[config.mk]
export PLATFORM = sky130hd
export DESIGN_NAME = mtimer_irq_gen
export DESIGN_NICKNAME = d
export VERILOG_FILES = /design/src/rtl/mtimer_pkg.sv /design/src/rtl/mtimer_prescaler.sv /design/src/rtl/mtimer_irq_gen.sv
export SDC_FILE = /design/constraint.sdc
export NUM_CORES = 1
export LEC_CHECK = 0
export CORE_MARGIN = 5
export CORE_UTILIZATION = 60
export DETAILED_ROUTE_END_ITERATION = 10
export PLACE_DENSITY = 0.88
export REMOVE_ABC_BUFFERS = 1
export SLEW_MARGIN = 20
export SYNTH_ARGS = -nofsm -noshare
export SYNTH_HDL_FRONTEND = slang
export SYNTH_SLANG_ARGS = --single-unit
[constraint.sdc]
create_clock -name clk -period 5.2 [get_ports clk]
set_input_delay 0.52 -clock clk [delete_from_list [all_inputs] [get_ports clk]]
set_output_delay 0.52 -clock clk [all_outputs]
set_load 0.01 [all_outputs]
[src/rtl/mtimer_pkg.sv]
// mtimer_pkg: shared definitions for the memory-mapped machine timer.
//   - byte offsets of every register in the 32-byte window
//   - CTRL bit positions and the ctrl_t register layout
//   - word-select decode helper used by the read/write decoders
package mtimer_pkg;

    localparam logic [4:0] MTIME_LO_OFF    = 5'h00;
    localparam logic [4:0] MTIME_HI_OFF    = 5'h04;
    localparam logic [4:0] MTIMECMP_LO_OFF = 5'h08;
    localparam logic [4:0] MTIMECMP_HI_OFF = 5'h0C;
    localparam logic [4:0] CTRL_OFF        = 5'h10;
    localparam logic [4:0] PRESCALE_OFF    = 5'h14;
    localparam logic [4:0] RELOAD_OFF      = 5'h18;

    localparam int unsigned CNT_EN_BIT = 0;
    localparam int unsigned IRQ_EN_BIT = 1;

    typedef struct packed {
        logic irq_en;
        logic cnt_en;
    } ctrl_t;

    // Registers are word aligned; addr[1:0] never takes part in decode.
    function automatic logic [2:0] word_idx(input logic [4:0] off);
        return off[4:2];
    endfunction

endpackage

[src/rtl/mtimer_prescaler.sv]
// mtimer_prescaler: programmable divider producing the mtime advance strobe.
//   clk, rst : clock, asynchronous active-high reset
//   en       : count enable; counter holds when low
//   reload   : terminal count; tick period is reload+1 enabled cycles
//   clr      : synchronous clear of the counter (prescale reprogram)
//   tick     : one-cycle strobe when the counter sits at the terminal count
module mtimer_prescaler #(
    parameter int unsigned W = 16
) (
    input  logic         clk,
    input  logic         rst,
    input  logic         en,
    input  logic [W-1:0] reload,
    input  logic         clr,
    output logic         tick
);

    logic [W-1:0] cnt;

    assign tick = en & (cnt == reload);

    always_ff @(posedge clk or posedge rst) begin
        if (rst) begin
            cnt <= '0;
        end else if (clr || tick) begin
            cnt <= '0;
        end else if (en) begin
            cnt <= cnt + W'(1);
        end
    end

endmodule

[src/rtl/mtimer_irq_gen.sv]
// mtimer_irq_gen: memory-mapped machine timer and interrupt source.
//   clk, rst        : clock, asynchronous active-high reset
//   sel             : address decode hit for this peripheral
//   rd_en, wr_en    : MEM-stage read / write strobes
//   addr            : byte offset, addr[4:2] selects the register
//   wdata           : write data
//   rdata           : combinational read data (0 when not reading)
//   timer_interrupt : registered level interrupt, irq_en & (mtime >= mtimecmp)
// Build option: define MTIMER_AUTO_RELOAD_EN to map RELOAD at 0x18 and
// advance mtimecmp by RELOAD on each rising match (periodic interrupt).
module mtimer_irq_gen
    import mtimer_pkg::*;
#(
    parameter int unsigned PRESCALE_W = 16,
    parameter logic [63:0] RST_CMP    = 64'hFFFF_FFFF_FFFF_FFFF
) (
    input  logic        clk,
    input  logic        rst,
    input  logic        sel,
    input  logic        rd_en,
    input  logic        wr_en,
    input  logic [4:0]  addr,
    input  logic [31:0] wdata,
    output logic [31:0] rdata,
    output logic        timer_interrupt
);

    logic [63:0]           mtime;
    logic [63:0]           mtimecmp;
    ctrl_t                 ctrl;
    logic [PRESCALE_W-1:0] prescale;
    logic                  tick;
    logic                  match;
    logic                  wr;
    logic                  rd;
    logic [2:0]            idx;
    logic                  unused_addr_lsbs;

    assign wr               = sel & wr_en;
    assign rd               = sel & rd_en;
    assign idx              = addr[4:2];
    assign unused_addr_lsbs = ^addr[1:0];
    assign match            = (mtime >= mtimecmp);

    mtimer_prescaler #(
        .W(PRESCALE_W)
    ) u_prescaler (
        .clk    (clk),
        .rst    (rst),
        .en     (ctrl.cnt_en),
        .reload (prescale),
        .clr    (wr && idx == word_idx(PRESCALE_OFF)),
        .tick   (tick)
    );

    // A software write to either half takes priority over the tick increment.
    always_ff @(posedge clk or posedge rst) begin
        if (rst) begin
            mtime <= '0;
        end else if (wr && idx == word_idx(MTIME_LO_OFF)) begin
            mtime[31:0] <= wdata;
        end else if (wr && idx == word_idx(MTIME_HI_OFF)) begin
            mtime[63:32] <= wdata;
        end else if (tick) begin
            mtime <= mtime + 64'd1;
        end
    end

`ifdef MTIMER_AUTO_RELOAD_EN
    logic [31:0] reload;
    logic        match_q;
    logic        reload_fire;

    assign reload_fire = match & ~match_q & (reload != '0);

    always_ff @(posedge clk or posedge rst) begin
        if (rst) begin
            reload  <= '0;
            match_q <= 1'b0;
        end else begin
            match_q <= match;
            if (wr && idx == word_idx(RELOAD_OFF)) begin
                reload <= wdata;
            end
        end
    end
`endif

    always_ff @(posedge clk or posedge rst) begin
        if (rst) begin
            mtimecmp <= RST_CMP;
        end else if (wr && idx == word_idx(MTIMECMP_LO_OFF)) begin
            mtimecmp[31:0] <= wdata;
        end else if (wr && idx == word_idx(MTIMECMP_HI_OFF)) begin
            mtimecmp[63:32] <= wdata;
`ifdef MTIMER_AUTO_RELOAD_EN
        end else if (reload_fire) begin
            mtimecmp <= mtimecmp + {32'd0, reload};
`endif
        end
    end

    always_ff @(posedge clk or posedge rst) begin
        if (rst) begin
            ctrl     <= '0;
            prescale <= '0;
        end else if (wr) begin
            if (idx == word_idx(CTRL_OFF)) begin
                ctrl.cnt_en <= wdata[CNT_EN_BIT];
                ctrl.irq_en <= wdata[IRQ_EN_BIT];
            end
            if (idx == word_idx(PRESCALE_OFF)) begin
                prescale <= wdata[PRESCALE_W-1:0];
            end
        end
    end

    always_ff @(posedge clk or posedge rst) begin
        if (rst) begin
            timer_interrupt <= 1'b0;
        end else begin
            timer_interrupt <= ctrl.irq_en & match;
        end
    end

    always_comb begin
        rdata = '0;
        if (rd) begin
            case (idx)
                word_idx(MTIME_LO_OFF):    rdata = mtime[31:0];
                word_idx(MTIME_HI_OFF):    rdata = mtime[63:32];
                word_idx(MTIMECMP_LO_OFF): rdata = mtimecmp[31:0];
                word_idx(MTIMECMP_HI_OFF): rdata = mtimecmp[63:32];
                word_idx(CTRL_OFF): begin
                    rdata[CNT_EN_BIT] = ctrl.cnt_en;
                    rdata[IRQ_EN_BIT] = ctrl.irq_en;
                end
                word_idx(PRESCALE_OFF):    rdata = 32'(prescale);
`ifdef MTIMER_AUTO_RELOAD_EN
                word_idx(RELOAD_OFF):      rdata = reload;
`endif
                default:                   rdata = '0;
            endcase
        end
    end

endmodule

==> key figures <==
STA
  • Final period utilization: 0.7276
  • Clock Skews: 0.009306 ns
  • Fin. Hold Viols: 0
  • Final number of setup-violating endpoints: 0
  • Worst-Margin Slew: 1.042 ns
  • Setup_tns: 0 ns
  • Fin worst setup slack: 1.416 ns
  • Slew Limit Fails: 0
  • RSZ-0062 raised after global routing: no
  • Fmax: 264.3 MHz
  • Tmin final: 3.784 ns
  • Slew Limit Headroom: 0.2987

Logic synthesis
  • Largest family of logic cells by synthesized area: simple AND/OR/NAND/NOR gates
  • Post-Syn Instances: 1279
  • Simple-gate portion of the synthesized area: 0.2338
  • XOR/XNOR share of the synthesized area: 0.03538
  • FFs w/ async S/R, synth: 1.000
  • Number of synthesized flops with an enable pin: 0
  • Sequential cell area fraction in the yosys report: 0.3745
  • Syn_area_per_cell: 8.682 µm²
  • Yosys cell types: 71
  • Yosys warns: 0
  • Adder-cell share of the synthesized area: 0.07437
  • Most used flip-flop cell after synthesis: dfrtp_1
  • Mux cell area share after synthesis: 0.04417
  • Synthesized area: 11100 µm²
  • Compound-gate portion of the synthesized area: 0.1826
  • Post-synthesis register bit count: 163

Setup path
  • CP cell instances: clkdlybuf4s50_1 > buf_4 > nor3b_2 > buf_4 > a22oi_1 > a21oi_1 > clkdlybuf4s50_1
  • CP top delay family: buffers and inverters
  • WP data required: 4.68 ns
  • CP arrival: 3.26 ns
  • Critical path peak fanout: 16
  • Crit path launch type: input port
  • Slowest stage cell on the critical path: nor3b_2
  • Setup crit end kind: output pin
  • Worst path max stage delay: 0.67 ns
  • CP bufs+invs: 4
  • Worst setup path category: in2out

Floorplan
  • Die height: 146.0 µm
  • Die X: 146.0 µm
  • I/O pin total: 75
  • Rows: 49
  • Initial Utilization: 0.6140
  • Die area: 21330 µm²
  • Core area: 18090 µm²

Layout
  • Fin area: 12580 µm²
  • N_diodes: 0
  • Most frequent cells in the layout: nand2_1, o21ai_0, dfrtp_1
  • Layout Nets: 1420
  • Syn-to-layout area delta: 13.26%
  • Share of cells above drive strength 1: 0.1238
  • Final core utilization: 0.6954
  • Most common cell after layout, fill and taps aside: nand2_1

CTS
  • Clock buffer depth: 2
  • Root buf cell: clkbuf_16
  • Worst-Skew Late Latency: 0.44 ns
  • Post-CTS sizing: 0
  • CTS Buf Count: 17
  • H-tree depth: 4
  • Clk sinks: 163
  • CTS tree: done
  • Reg clk slew, reported paths: 0.06 ns
  • Hold buffers post-CTS: 0
  • Setup Buffers After CTS: 0

Placement
  • Port Buffer Count: 72
  • Placer Congestion: 1.006
  • Area after DPL: 11930 µm²
  • Final HPWL from detailed placement: 24030 µm
  • Pre-CTS setup slack: 1.279 ns

Power and ir drop
  • Total power: 4574 µW
  • Leakage power: 0.005160 µW
  • Power Dens Cells: 363.7 nW/µm²
  • VDD IR max: 0.0002358 V

Global routing
  • Global-route wire length before repair: 55750 µm
  • Vias in the first global route: 10420
  • Congestion Overflow GR: 0
  • Global Route Usage Sum: 0.3250
  • Largest net degree at the start of global routing: 88
  • Initial antenna violation count: 0

Route
  • Router iterations before antenna repair: 6
  • Final ANT Viol Nets: 0
  • Final WL: 34700 µm
  • Vias: 10690
  • Vias per cell: 6.879
  • Detailed Route Iter0 Violations: 1337
  • Per-cell routed wire length: 22.33 µm
  • DRC viols: 0

Min path
  • Hold Crit Class: reg2reg

Outcome
  • Status: completed

Run
  • Max Cap Viol: 0
-- logic make-up (layout without fill, tap and decap cells) --
group | Yosys count | count (layout)
XOR/XNOR | 44 | 44
multiplexers | 46 | 46
adder cells (fa/ha/maj) | 66 | 66
flip-flops | 163 | 163
AO/OA/AOI/OAI | 309 | 309
AND/OR/NAND/NOR | 500 | 500
buffers and inverters | 151 | 197
-- power breakdown --
part	internal, µW	switching, µW	total [µW]
clock network	796	550	1350
registers	1620	331	1950
logic	546	730	1280
-- state kept, by name, indices dropped and copies added (netlist names) --
name             cells
mtimecmp            64
u_prescaler.cnt     16
ctrl                 2
timer_interrupt      1
mtime               64
prescale            16
-- area by class of cell --
cell class,count,area [µm²]
clock buffers,21,470.5
fillers,1383,5509
flip-flops and latches,163,4159
inverters,75,286.5
well taps,229,286.5
multi-input cells,965,6349
clock inverters,11,150.1
repair buffers,90,875.8
-- synth_stat cells, types with 3 or more instances --
cell type	instances	area share
or3_1	4	0.0023
xor2_1	34	0.027
o32a_1	7	0.0063
o211ai_1	6	0.0041
nor4_1	12	0.0068
or4_4	3	0.0030
a221oi_1	6	0.0047
dfstp_2	64	0.15
nor4b_1	5	0.0039
and2_1	19	0.011
o22a_1	4	0.0032
dfrtp_1	99	0.22
mux2_2	22	0.022
a21oi_1	44	0.020
nand4_1	39	0.022
xnor2_1	9	0.0071
buf_1	7	0.0024
a222oi_1	18	0.016
nand4_2	5	0.0056
nor2_1	93	0.031
o311ai_0	8	0.0063
o31ai_1	6	0.0041
o21ai_0	102	0.046
o21ai_1	4	0.0018
nand2b_1	5	0.0028
mux2i_1	22	0.020
and3_1	21	0.012
a311oi_1	3	0.0024
a21o_1	14	0.0095
ha_1	66	0.074
a22oi_1	40	0.027
or4_1	18	0.012
clkbuf_1	47	0.016
and4_1	15	0.012
inv_1	75	0.025
a211oi_1	6	0.0041
nand3_1	54	0.024
a31oi_1	23	0.013
buf_2	18	0.0081
nand2_1	164	0.055
nor3_1	22	0.0099
nor4_2	4	0.0045
-- per-layer routing --
metal	up-vias	GRT usage	part of all wire
met5	-	0	0
met4	0	0.1364	0.038
met3	129	0.07499	0.11
met2	693	0.5006	0.46
met1	5091	0.4447	0.39
li1	4777	-	-
-- worst register-to-register path, cell delays in order, from the launching register on --
cell,delay (ns)
dfrtp_1,0.45
xor2_1,0.21
nor4_2,0.57
and3_1,0.87
nand2_1,0.62
nand2_1,0.62
nor2_1,0.12
-- metrics by stage --
stage | hold WS (ns) | std cells
floorplan | 0.4844 | 1203
global placement | 0.4963 | 1521
detailed placement | 0.5056 | 1521
CTS | 0.5157 | 1553
global route | 0.5351 | 1554
finish | 0.5135 | 1554
-- worst paths after layout --
| kind | start | to | slack [ns] | cells past startpoint |
|---|---|---|---|---|
| min in group asynchronous | rst | mtime[11]$_DFFE_PP0P_ | 0.61 | 2 |
| setup / recovery | addr[3] | rdata[24] | 1.42 | 7 |
| max in group asynchronous | rst | mtimecmp[62]$_DFFE_PP1P_ | 3.52 | 3 |
| hold reg to reg | mtimecmp[15]$_DFFE_PP1P_ | mtimecmp[15]$_DFFE_PP1P_ | 0.51 | 2 |
| setup reg to reg | u_prescaler.cnt[0]$_DFFE_PP0P_ | u_prescaler.cnt[4]$_DFFE_PP0P_ | 1.61 | 6 |
| hold / removal | mtimecmp[15]$_DFFE_PP1P_ | mtimecmp[15]$_DFFE_PP1P_ | 0.51 | 2 |
No activity file was read; power rests on OpenSTA's default activity.
